**src/rtl/data_transceiver.sv**
```systemverilog
// data_transceiver: parallel-to-serial transmit stage.
// Captures a DATA_WIDTH-bit word on SampleData, shifts it out MSB-first on
// TransferData (one bit per clock), then pulses TransferDone for one cycle.
// Optional feature macro: DATA_TRANSCEIVER_PARITY_EN appends an even-parity
// bit after the data bits.
// All outputs are registered; no combinational input-to-output path.

module data_transceiver #(
  parameter int unsigned DATA_WIDTH = 8
) (
  input  logic                  Clk,
  input  logic                  Reset,
  input  logic                  SampleData,
  input  logic                  TransferData,
  input  logic [DATA_WIDTH-1:0] DataIn,
  output logic                  DataOut,
  output logic                  OutputValid,
  output logic                  TransferDone
);

  localparam int unsigned CntW = $clog2(DATA_WIDTH + 1);

`ifdef DATA_TRANSCEIVER_PARITY_EN
  localparam int unsigned NumBits = DATA_WIDTH + 1;
  // Counter value at which the parity bit is emitted (all data bits already out).
  localparam logic [CntW-1:0] ParCnt = CntW'(DATA_WIDTH - 1);
`else
  localparam int unsigned NumBits = DATA_WIDTH;
`endif

  // The MSB goes out on the edge that enters SHIFT, so the counter (cleared on
  // entry) tracks the bits sent after the first one; this value ends the shift.
  localparam logic [CntW-1:0] LastCnt = CntW'(NumBits - 1);

  typedef enum logic [1:0] {
    StIdle,
    StLoaded,
    StShift,
    StDone
  } state_e;

  state_e                state_q, state_d;
  logic [DATA_WIDTH-1:0] shift_q, shift_d;
  logic [CntW-1:0]       cnt_q, cnt_d;
  logic                  data_out_q, data_out_d;
  logic                  valid_q, valid_d;
  logic                  done_q, done_d;

`ifdef DATA_TRANSCEIVER_PARITY_EN
  logic                  parity_q, parity_d;
`endif

  // State and datapath registers with synchronous active-high reset.
  always_ff @(posedge Clk) begin
    if (Reset) begin
      state_q    <= StIdle;
      shift_q    <= '0;
      cnt_q      <= '0;
      data_out_q <= 1'b0;
      valid_q    <= 1'b0;
      done_q     <= 1'b0;
`ifdef DATA_TRANSCEIVER_PARITY_EN
      parity_q   <= 1'b0;
`endif
    end else begin
      state_q    <= state_d;
      shift_q    <= shift_d;
      cnt_q      <= cnt_d;
      data_out_q <= data_out_d;
      valid_q    <= valid_d;
      done_q     <= done_d;
`ifdef DATA_TRANSCEIVER_PARITY_EN
      parity_q   <= parity_d;
`endif
    end
  end

  // Next-state logic; registered outputs are computed for the cycle after the edge.
  always_comb begin
    state_d    = state_q;
    shift_d    = shift_q;
    cnt_d      = cnt_q;
    data_out_d = 1'b0;
    valid_d    = 1'b0;
    done_d     = 1'b0;
`ifdef DATA_TRANSCEIVER_PARITY_EN
    parity_d   = parity_q;
`endif

    unique case (state_q)
      StIdle: begin
        // A simultaneous TransferData is dropped: there is nothing to send yet.
        if (SampleData) begin
          shift_d = DataIn;
`ifdef DATA_TRANSCEIVER_PARITY_EN
          parity_d = ^DataIn;
`endif
          state_d = StLoaded;
        end
      end

      StLoaded: begin
        if (TransferData) begin
          // Transfer wins over a simultaneous resample; emit the MSB right away.
          data_out_d = shift_q[DATA_WIDTH-1];
          valid_d    = 1'b1;
          shift_d    = {shift_q[DATA_WIDTH-2:0], 1'b0};
          cnt_d      = '0;
          state_d    = StShift;
        end else if (SampleData) begin
          shift_d = DataIn;
`ifdef DATA_TRANSCEIVER_PARITY_EN
          parity_d = ^DataIn;
`endif
        end
      end

      StShift: begin
        if (cnt_q == LastCnt) begin
          done_d  = 1'b1;
          state_d = StDone;
        end else begin
          valid_d = 1'b1;
          cnt_d   = cnt_q + CntW'(1);
`ifdef DATA_TRANSCEIVER_PARITY_EN
          if (cnt_q == ParCnt) begin
            data_out_d = parity_q;
          end else begin
            data_out_d = shift_q[DATA_WIDTH-1];
            shift_d    = {shift_q[DATA_WIDTH-2:0], 1'b0};
          end
`else
          data_out_d = shift_q[DATA_WIDTH-1];
          shift_d    = {shift_q[DATA_WIDTH-2:0], 1'b0};
`endif
        end
      end

      StDone: begin
        state_d = StIdle;
      end

      default: begin
        state_d = StIdle;
      end
    endcase
  end

  assign DataOut      = data_out_q;
  assign OutputValid  = valid_q;
  assign TransferDone = done_q;

endmodule

```
**config.mk**
```make
export PLATFORM = sky130hd
export DESIGN_NAME = data_transceiver
export DESIGN_NICKNAME = d
export VERILOG_FILES = /design/src/rtl/data_transceiver.sv
export SDC_FILE = /design/constraint.sdc
export NUM_CORES = 1
export LEC_CHECK = 0
export ABC_AREA = 1
export ABC_CLOCK_PERIOD_IN_PS = 4200
export BUFFER_PORTS_ARGS = -buffer_cell sky130_fd_sc_hd__buf_2
export CAP_MARGIN = 20
export CORE_MARGIN = 10
export CORE_UTILIZATION = 59
export CTS_BUF_LIST = sky130_fd_sc_hd__clkbuf_4 sky130_fd_sc_hd__clkbuf_8 sky130_fd_sc_hd__clkbuf_16
export DETAILED_ROUTE_END_ITERATION = 8
export PLACE_DENSITY = 0.82
export SYNTH_ARGS = -nofsm -noshare
export SYNTH_HDL_FRONTEND = slang
export SYNTH_SLANG_ARGS = --single-unit
```
**constraint.sdc**
```tcl
create_clock -name Clk -period 4.2 [get_ports Clk]
set_clock_uncertainty 0.15 [all_clocks]
set_input_delay 0.21 -clock Clk [delete_from_list [all_inputs] [get_ports Clk]]
set_output_delay 0.21 -clock Clk [all_outputs]
set_load 0.1 [all_outputs]
```
== After elaboration in Yosys (flattened, before gate mapping) ==
Index checks and enable logic that the tools add are counted.

* Add/sub/neg operators: 1
* Eq/ne operators: 8
* Mux-type cells: 18
* Bitwise gates (word level): 1
* Reduce and logical (&&, ||, !) cells: 7

{| class="wikitable"
|+ Operators by type and width
! cell !! number
|-
| 8-bit two-way mux || 3
|-
| 8-bit one-hot mux with 3 select lines || 1
|-
| 4-bit two-way mux || 2
|-
| 2-bit != test (second input constant) || 4
|-
| 2-bit one-hot mux with 4 select lines || 1
|-
| 4-bit one-hot mux with 2 select lines || 1
|-
| 2-bit two-way mux || 3
|-
| 3-bit AND reduction || 2
|-
| 1-bit two-way mux || 5
|-
| 4-bit by 1-bit adder with 4-bit output (second input constant) || 1
|-
| 2-bit equality test (second input constant) || 2
|-
| 4-bit by 3-bit equality test with 1-bit output (second input constant) || 1
|-
| 1-bit one-hot mux with 2 select lines || 2
|-
| 3-bit nonzero test || 1
|-
| 2-bit by 1-bit equality test with 1-bit output (second input constant) || 1
|-
| 2-bit zero test || 1
|-
| 2-bit AND reduction || 1
|-
| 2-bit nonzero test || 1
|-
| 2-bit OR reduction || 1
|-
| 1-bit inverter || 1
|}

* Flip-flop bits (word level): 17
* Bits of input ports: 12

== Logic depth before layout (Yosys ltp) ==
Gate-level depths: netlist of run 1.

* Word-level depth: 3
* Mapped depth: 9

== Least setup slack after synthesis of run 1 ==
OpenSTA, ideal clock, no wires.

* Path kind: register to register
* Start point: register state_q[0]
* End point: register shift_q[4]
* Library setup time: 0.112 ns
* Arrival: 1.260 ns
* Required time: 3.938 ns
* Slack: 2.677 ns
* Cell stages (with the launch flop): 9
* Path buffers: 1
* Period minus slack after synthesis: 1.523 ns
* Cell sequence: dfxtp_1 > inv_1 > ha_1 > buf_2 > nand2_1 > nand2_1 > nand2_1 > nor2_1 > nor2_2

* Cells in the longest elaborated chain, start to end: 3

{| class="wikitable"
|+ Ends and longest elaborated chain
! element !! line !! RTL
|-
| start: declaration || 42 || <nowiki>state_e state_q, state_d;</nowiki>
|-
| start signal: assignment || 56 || <nowiki>state_q <= StIdle;</nowiki>
|-
| start signal: assignment || 66 || <nowiki>state_q <= state_d;</nowiki>
|-
| 2-bit equality test (tied with other cells) || 90 || <nowiki>unique case (state_q)</nowiki>
|-
| 2-bit != test (no source line) or 3-bit nonzero test (tied branches) || - ||
|-
| 2-bit AND reduction (no source line) || - ||
|-
| end signal: assignment || 67 || <nowiki>shift_q <= shift_d;</nowiki>
|-
| end: declaration || 43 || <nowiki>logic [DATA_WIDTH-1:0] shift_q, shift_d;</nowiki>
|}

Several ways; a longest one is shown, not always the timed one.
A chain may end at the register's enable or synchronous reset.

== Worst setup path after layout of run 1 ==
* Start point: register state_q[1]
* End point: register shift_q[4]

Same word-level chain as after synthesis.

==> results of run 1 <==
## per-stage QoR
step / instance area, um2 / cells / util / hold slack [ps]
3_3_place_gp: 1100 / 189 / 0.651 / 293
6_report: 1140 / 194 / 0.673 / 88.3
5_1_grt: 1140 / 194 / 0.673 / 101
3_5_place_dp: 1100 / 189 / 0.651 / 303
2_1_floorplan: 1040 / 163 / - / 122
4_1_cts: 1140 / 194 / 0.673 / 91.3
## worst max-delay path: stages, from the launching register on
cell and delay (ps):
dfxtp_1 380, inv_1 90, ha_1 470, nand2_1 270, nand2_1 130, nand2_1 50
nor2_1 100, nor2_2 40
## per-layer routing
| layer | track usage | wire length [um] |
|---|---|---|
| met5 | 0 | 0 |
| met1 | 0.143 | 925 |
| met2 | 0.187 | 948 |
| met4 | 0.0541 | 22 |
| met3 | 0.0346 | 108 |
## cells in the mapped netlist
cell	number
nand4_4	1
nor3b_1	1
clkbuf_2	1
a21oi_2	2
nand2_4	1
nand2_1	56
dfxtp_1	17
nor3_1	1
buf_6	1
clkbuf_1	1
o21ai_4	1
o21ai_0	7
a21oi_1	1
o21ai_1	3
nand3_1	10
buf_2	2
nand4_1	1
nor2_1	25
nand2_2	2
inv_2	1
clkinv_2	1
nor2_2	2
a31oi_1	1
ha_1	5
inv_1	19
## sequential cells by signal, indices dropped and copies added (netlist names)
register / flops
state_q: 2
TransferDone: 1
cnt_q: 4
OutputValid: 1
shift_q: 8
DataOut: 1
## cell type report
class,instances,area share
Inverter,21,0.0704
Multi-Input combinational cell,120,0.517
Timing Repair Buffer,15,0.0704
Clock buffer,3,0.0198
Sequential cell,17,0.299
Tap cell,17,0.0187
Clock inverter,1,0.00440
## cells by family (layout without fill, tap and decap cells)
kind of cell,Yosys count,count (layout),share of synthesized area
AND/OR/NAND/NOR,100,100,0.414
buffers and inverters,26,40,0.106
flip-flops,17,17,0.328
AO/OA/AOI/OAI,15,15,0.0916
adder cells (fa/ha/maj),5,5,0.0602
## power breakdown
part	internal (mW)	switching (mW)	total, mW
Clock	0.0354	0.0541	0.0895
Sequential	0.203	0.0261	0.229
Combinational	0.0906	0.195	0.286
## path summary, 6_finish.rpt
check,start,end,slack (ps),depth (start not counted)
hold reg to reg,shift_q[7]$_SDFFE_PP0P_,DataOut$_SDFF_PP0_,320,2
hold / removal,TransferData,cnt_q[3]$_SDFFE_PP0P_,90,4
setup / recovery,state_q[1]$_SDFFE_PP0P_,shift_q[4]$_SDFFE_PP0P_,2410,7
setup reg to reg,state_q[1]$_SDFFE_PP0P_,shift_q[4]$_SDFFE_PP0P_,2410,7
==> results.yml, run 1 <==
outcome:
  status: "finished, final reports clean"
power_and_ir_drop:
  p_total_mw: 0.604
  power_leakage_nw: 0.565
  power.density_mw_per_mm2: 531
  peakVddDrop_mv: 0.341
floorplanning:
  die_area_mm2: 0.00384
  num_rows: 15
  start_util: 0.615
  die_w_um: 62.0
  pin_count: 15
  core_area_mm2: 0.00169
  die_h_um: 62.0
logic_synthesis:
  synth.top_cell.area_share: 0.328
  syn_area_mm2: 0.00104
  ys_types: 25
  synth_area_leaders: "dfxtp_1, nand2_1, nor2_1"
  synth-seq-cells: 17
  yosysSeqAreaShare: 0.328
  synth.avg_cell_area_um2: 6.37
  synth_largest_area_cell: "dfxtp_1"
  syn-instance-count: 163
  syn_nets: 180
  ys.warnings.count: 0
sta:
  setup_viol: 0
  finalSetupTns_ps: 0
  fin_ws_ps: 2410
  final_hold_viol_count: 0
  relSlewSlack: 0.678
  worstMarginPinSlew_ps: 486
  rsz0062_at_grt: "no"
  slew_viol_final: 0
  period_needed_ps: 1790
  fin_crit_sh: 0.427
  max_clock_freq_mhz: 558
clock_tree:
  tritoncts: "built"
  clk_path_buf_depth: 2
  postCtsSetupBuffers: 0
  cts_hold_buffers: 1
  numCtsBuffers: 3
  cts_resized: 0
  cts.sinks: 17
  cts_root_buffer: "clkbuf_4"
  path_clk_slew_ps: 110
  htree_levels: 1
  clkLatencyLatePin_ps: 290
final_layout:
  area_growth_pct: 9.52
  seq_area_um2: 340
  multiInputGateArea_um2: 588
  nets: 195
  final_common_cell: "nand2_1"
  diodes: 0
  mostFrequentLayoutCells: "nand2_1, nor2_1, inv_1, dfxtp_1, buf_2"
  fill_cells: 163
  drive_gt1_frac: 0.164
route:
  drc_errors: 0
  drt-total-wl_um: 2000
  avgViaCountPerCell: 4.95
  drt_iter0_drc: 44
  firstDrtPassIters: 4
  wl_per_cell_um: 10.3
  via_count: 961
  ant_nets: 0
global_route:
  grt_max_degree: 18
  antenna_found_initial: 0
  grt_pass1_wl_um: 3510
  grt.overflow.total: 0
  grtUsageTotal: 0.118
  grt_pass1_vias: 865
critical_path:
  critPathCaptureType: "flop"
  start_kind: "flop"
  crit_fanout: 10
  crit_arrival_ps: 1840
  required_ps: 4250
  path_class: "flop to flop"
place:
  dp_hpwl_um: 1520
  portBuffers: 14
  place_ws_ps: 2440
  place.gp.congestion: 0.811
min_path:
  min_path_type: "input port to flop"
job:
  maxCapViolations: 0
Note: power is estimated with default switching activity, not from simulation.
==> run 2: changes to the inputs <==
ABC_AREA = 0   (was 1)
ABC_CLOCK_PERIOD_IN_PS = 1600   (was 4200)
CORE_UTILIZATION = 47   (was 59)
PLACE_DENSITY = 0.72   (was 0.82)
clock period = 1.6 ns   (was 4.2 ns; I/O delays follow)
==> results.yml, run 2 <==
final_layout:
  top_register: "shift_q"
  fin_cells: 141
  final_util: 0.784
  seq_area_um2: 348
  final_common_cell: "buf_2"
  drive_gt1_frac: 0.543
  mostFrequentLayoutCells: "buf_2, dfxtp_1, dlygate4sd3_1, o2bb2ai_2"
  postLayoutCellArea_mm2: 0.00134
  area_growth_pct: 60.9
  fill_cells: 97
  diodes: 0
  multiInputGateArea_um2: 633
  largest_reg_flops: 8
  nets: 134
  top_regs: "shift_q: 8 flops, cnt_q: 4 flops, state_q: 2 flops"
clock_tree:
  htree_levels: 1
  tritoncts: "built"
  clk_path_buf_depth: 2
  path_clk_slew_ps: 110
  numCtsBuffers: 3
  cts_root_buffer: "clkbuf_4"
  clkLatencyLatePin_ps: 290
  cts.sinks: 17
logic_synthesis:
  synth-seq-cells: 17
  synth_largest_area_cell: "dfxtp_1"
  ys_types: 31
  synth_area_leaders: "dfxtp_1, ha_1, o2bb2ai_1"
  synth_edf_count: 0
  syn-instance-count: 82
  synth.avg_cell_area_um2: 10.1
  syn_area_um2: 832
  synth_async_sr_flop_share: 0
  post-synth-top-count-cell: "dfxtp_1"
  yosysSeqAreaShare: 0.409
  ys.warnings.count: 0
  syn_nets: 99
  synth.top_cell.area_share: 0.409
  yosys_most_used_dff: "dfxtp_1"
  synthTopCellsByCount: "dfxtp_1, nor2_1, a22oi_1, o2bb2ai_1, ha_1"
sta:
  rsz0062_at_grt: "yes"
  final_hold_viol_count: 0
  fin_crit_sh: 1.04
  slew_viol_final: 0
  relSlewSlack: 0.674
  setup_viol: 11
  finalSetupTns_ps: -320
  fin_ws_ps: -69.9
  worst_hold_slack_ps: 133
  max_clock_freq_mhz: 599
  period_needed_ps: 1670
  worstMarginPinSlew_ps: 492
route:
  via_count: 791
  firstDrtPassIters: 6
  avgViaCountPerCell: 5.61
  drc_errors: 0
  drt_iter0_drc: 49
  wl_per_cell_um: 18.5
  drt-total-wl_um: 2610
  ant_nets: 0
place:
  dpl_cell_area_um2: 973
  portBuffers: 14
  place_ws_ps: -135
  dp.cells: 123
  dp_hpwl_um: 1390
  place.gp.congestion: 0.746
job:
  maxCapViolations: 0
outcome:
  violations: "negative setup slack"
  status: "finished, violations left"
global_route:
  grt_max_degree: 10
  grt_pass1_wl_um: 3200
  antenna_found_initial: 0
  grt_pass1_vias: 720
  grt.overflow.total: 0
  grtUsageTotal: 0.111
floorplanning:
  die_h_um: 62.1
  num_rows: 15
  die_w_um: 62.1
  pin_count: 15
  core_area_mm2: 0.00171
  start_util: 0.487
  die_area_mm2: 0.00385
critical_path:
  required_ps: 1640
  crit_fanout: 8
  path_class: "flop to flop"
  critPathCaptureType: "flop"
  crit_arrival_ps: 1710
  r2r_setup_slack_ps: -70
  start_kind: "flop"
power_and_ir_drop:
  power.density_mw_per_mm2: 1540
  peakVddDrop_mv: 1.02
  power_leakage_nw: 0.496
  p_total_mw: 2.06
min_path:
  min_path_type: "input port to flop"
[run 2: changes by cell type after synthesis, sizes merged, moves of 2 or more]
cell	before	now
xnor2	0	2
a22oi	0	7
o2bb2ai	0	8
nor3	1	3
nand2	59	3
nor2b	0	2
o21ai	11	1
nand4	2	0
mux2i	0	2
inv	20	4
nand3	10	2
nor2	27	8
[run 2: what timing repair did]
item                                    in CTS  in global routing
setup buffers                                0                  4
endpoints found under the hold margin       14                  0
hold buffers                                10                  0
pin swaps                                    2                 10
endpoints found under the setup margin      14                 14
resized for setup                           10                 27
[run 2: area by class of cell]
class                           count  area share
Multi-Input combinational cell     58       0.473
Clock buffer                        4      0.0224
Tap cell                           25      0.0234
Sequential cell                    17       0.260
Timing Repair Buffer               33       0.208
Inverter                            4      0.0131
[run 2: critical path, stage by stage, from the launching register on]
cell       delay [ps]
dfxtp_2           370
inv_2              70
ha_4              160
and2b_4           220
o21a_2            290
a22oi_1           220
o2bb2ai_2          90
[run 2: path summary, 6_finish.rpt]
kind,start,endpoint,cells after the start
worst min-delay path,SampleData,shift_q[0]$_SDFFE_PP0P_,4
worst min register to register,shift_q[7]$_SDFFE_PP0P_,shift_q[7]$_SDFFE_PP0P_,1
worst max register to register,state_q[1]$_SDFFE_PP0P_,shift_q[1]$_SDFFE_PP0P_,6
worst max-delay path,state_q[1]$_SDFFE_PP0P_,shift_q[1]$_SDFFE_PP0P_,6
[run 2: cell families (layout without fill, tap and decap cells)]
logic type	Yosys count	in the layout	synth area share
flops	17	17	0.409
mux	2	2	0.0241
xor+xnor	2	2	0.0211
buf+inv	7	41	0.0496
compound gates	23	23	0.229
simple gates	26	26	0.192
fa+ha+maj	5	5	0.0752
[run 2: metal layers]
layer	vias up	wire length, um	global-route usage
met3	11	243	0.0407
met4	0	85	0.0446
met5	-	0	0
met1	366	985	0.126
li1	372	-	-
met2	42	1300	0.184
[run 2: report_power, final]
| part | total [mW] | internal, mW | switching, mW |
|---|---|---|---|
| logic | 1.21 | 0.581 | 0.634 |
| registers | 0.590 | 0.512 | 0.0781 |
| clock network | 0.256 | 0.114 | 0.142 |
| total | 2.06 | 1.21 | 0.854 |
==> run 3: changes to the inputs <==
ABC_AREA = 1   (was 0)
CORE_UTILIZATION = 50   (was 47)
PLACE_DENSITY = 0.74   (was 0.72)
==> results.yml, run 3 (synthesis results as in run 1) <==
sta:
  worst_hold_slack_ps: 44.6
  fin_ws_ps: 60.2
  setup_viol: 0
  max_clock_freq_mhz: 649
  final_hold_viol_count: 0
  period_needed_ps: 1540
  relSlewSlack: 0.677
  fin_crit_sh: 0.962
  worstMarginPinSlew_ps: 488
  slew_viol_final: 0
min_path:
  hold_depth: 7
  min_to: "shift_q[6]$_SDFFE_PP0P_"
  holdCritStartpoint: "DataIn[6]"
  min_path_type: "input port to flop"
floorplanning:
  die_area_mm2: 0.00430
  num_rows: 16
  start_util: 0.529
  pin_count: 15
  die_w_um: 65.6
  core_area_mm2: 0.00196
  die_h_um: 65.6
job:
  maxCapViolations: 0
critical_path:
  crit_fanout: 9
  reg2reg_depth: 7
  critPathCaptureType: "flop"
  crit_arrival_ps: 1590
  required_ps: 1650
  r2r_setup_slack_ps: 60
  crit-reg2reg-launch: "state_q[0]$_SDFFE_PP0P_"
  path_class: "flop to flop"
  worstReg2RegEnd: "shift_q[4]$_SDFFE_PP0P_"
  start_kind: "flop"
global_route:
  grt_pass1_wl_um: 3610
  grtUsageMet1: 0.116
  grt_max_degree: 18
  use_met2: 0.167
  grt_pass1_vias: 879
  antenna_found_initial: 0
  grt_use_met3: 0.0288
  top_usage_layer: "met2"
  grt.overflow.total: 0
  grtUsageTotal: 0.102
final_layout:
  area_growth_pct: 20.0
  fill_cells: 199
  seq_area_um2: 344
  drive_gt1_frac: 0.224
  top_regs: "shift_q: 8 flops, cnt_q: 4 flops, state_q: 2 flops"
  final_util: 0.635
  top_register: "shift_q"
  largest_reg_flops: 8
  mostFrequentLayoutCells: "nand2_1, nor2_1, inv_1, dfxtp_1, buf_2"
  diodes: 0
  nets: 201
  final_common_cell: "nand2_1"
  multiInputGateArea_um2: 636
route:
  wl_per_cell_um: 10.9
  drt_iter0_drc: 48
  avgViaCountPerCell: 4.84
  ant_nets: 0
  via_count: 1017
  firstDrtPassIters: 4
  drt-total-wl_um: 2290
  drc_errors: 0
power_and_ir_drop:
  switching_power_mw: 0.767
  switching_share: 0.446
  power.internal_mw: 0.952
  p_comb_frac: 0.500
  power_leakage_nw: 0.595
  power.density_mw_per_mm2: 1380
  clkPwrFrac: 0.147
  power_frac_seq: 0.353
  peakVddDrop_mv: 0.882
clock_tree:
  cts.sinks: 17
  cts_root_buffer: "clkbuf_4"
  htree_levels: 1
  clk_path_buf_depth: 2
  numCtsBuffers: 3
  tritoncts: "built"
  clkLatencyLatePin_ps: 290
  path_clk_slew_ps: 100
place:
  place.gp.congestion: 0.783
  place_ws_ps: -51.8
  portBuffers: 14
  dp_hpwl_um: 1590
outcome:
  status: "finished, final reports clean"
## run 3: cell count changes in the layout (fill, tap and decap cells not counted), moves of 3 or more
cell	change
nand2_1	+51
nor2_4	-3
o21ai_0	+7
nand2_2	+3
nor2_1	+20
buf_12	-3
nand3_1	+8
inv_1	+18
o21ai_1	+3
a22oi_1	-4
o2bb2ai_2	-7
dlygate4sd3_1	-7
a22oi_2	-3
## run 3: worst max-delay path by stage
stage / slack, ps / cells past startpoint / to / startpoint
4_1_cts: 4 / 7 / cnt_q[0]$_SDFFE_PP0P_ / state_q[0]$_SDFFE_PP0P_
6_report: 60 / 7 / shift_q[4]$_SDFFE_PP0P_ / state_q[0]$_SDFFE_PP0P_
3_3_place_gp: -10 / 8 / shift_q[7]$_SDFFE_PP0P_ / state_q[0]$_SDFFE_PP0P_
3_5_place_dp: -50 / 8 / shift_q[7]$_SDFFE_PP0P_ / state_q[0]$_SDFFE_PP0P_
2_1_floorplan: 80 / 8 / shift_q[4]$_SDFFE_PP0P_ / state_q[0]$_SDFFE_PP0P_
5_1_grt: -20 / 8 / cnt_q[1]$_SDFFE_PP0P_ / state_q[0]$_SDFFE_PP0P_
## run 3: worst max-delay path: stages, from the launching register on
cell     delay (ps)
dfxtp_2         360
inv_1           100
ha_1            340
buf_4           190
nand3_1          90
nand2_1          60
nor2_1          120
nor2_2           40
## run 3: stage by stage
stage	cells	TNS (ps)	power [mW]	cell area (um2)
after floorplan	163	0	1.22	1040
after global placement	200	-13.8	1.36	1120
after detailed placement	200	-195	1.38	1120
after CTS	207	0	1.65	1180
after global routing	210	-35.6	1.86	1250
final	210	0	1.72	1250
## run 3: area by class of cell
class                   count  share of cell area
multi-input cells         121               0.510
flip-flops and latches     17               0.276
repair buffers             20              0.0984
inverters                  21              0.0643
well taps                  27              0.0271
clock buffers               4              0.0241
## run 3: per-layer routing
layer | share of wire | wire length, um
met1 | 0.43 | 981
met5 | 0 | 0
met3 | 0.074 | 169
met4 | 0.019 | 44
met2 | 0.48 | 1090
## run 3: power by group through the flow
| stage | registers (mW) | clock network [mW] | logic, mW |
|---|---|---|---|
| after floorplan | 0.636 | 0 | 0.585 |
| after global placement | 0.601 | 0 | 0.756 |
| after detailed placement | 0.605 | 0 | 0.773 |
| after CTS | 0.595 | 0.258 | 0.795 |
| after global routing | 0.623 | 0.276 | 0.960 |
| final | 0.607 | 0.252 | 0.860 |
## run 3: what timing repair did
action / CTS / global route
buffers inserted: 0 / 2
setup endpoints to repair: 7 / 12
hold buffers: 3 / 0
pin swaps: 0 / 2
endpoints found under the hold margin: 6 / 0
cloned: 0 / 1
gates resized for setup: 2 / 9
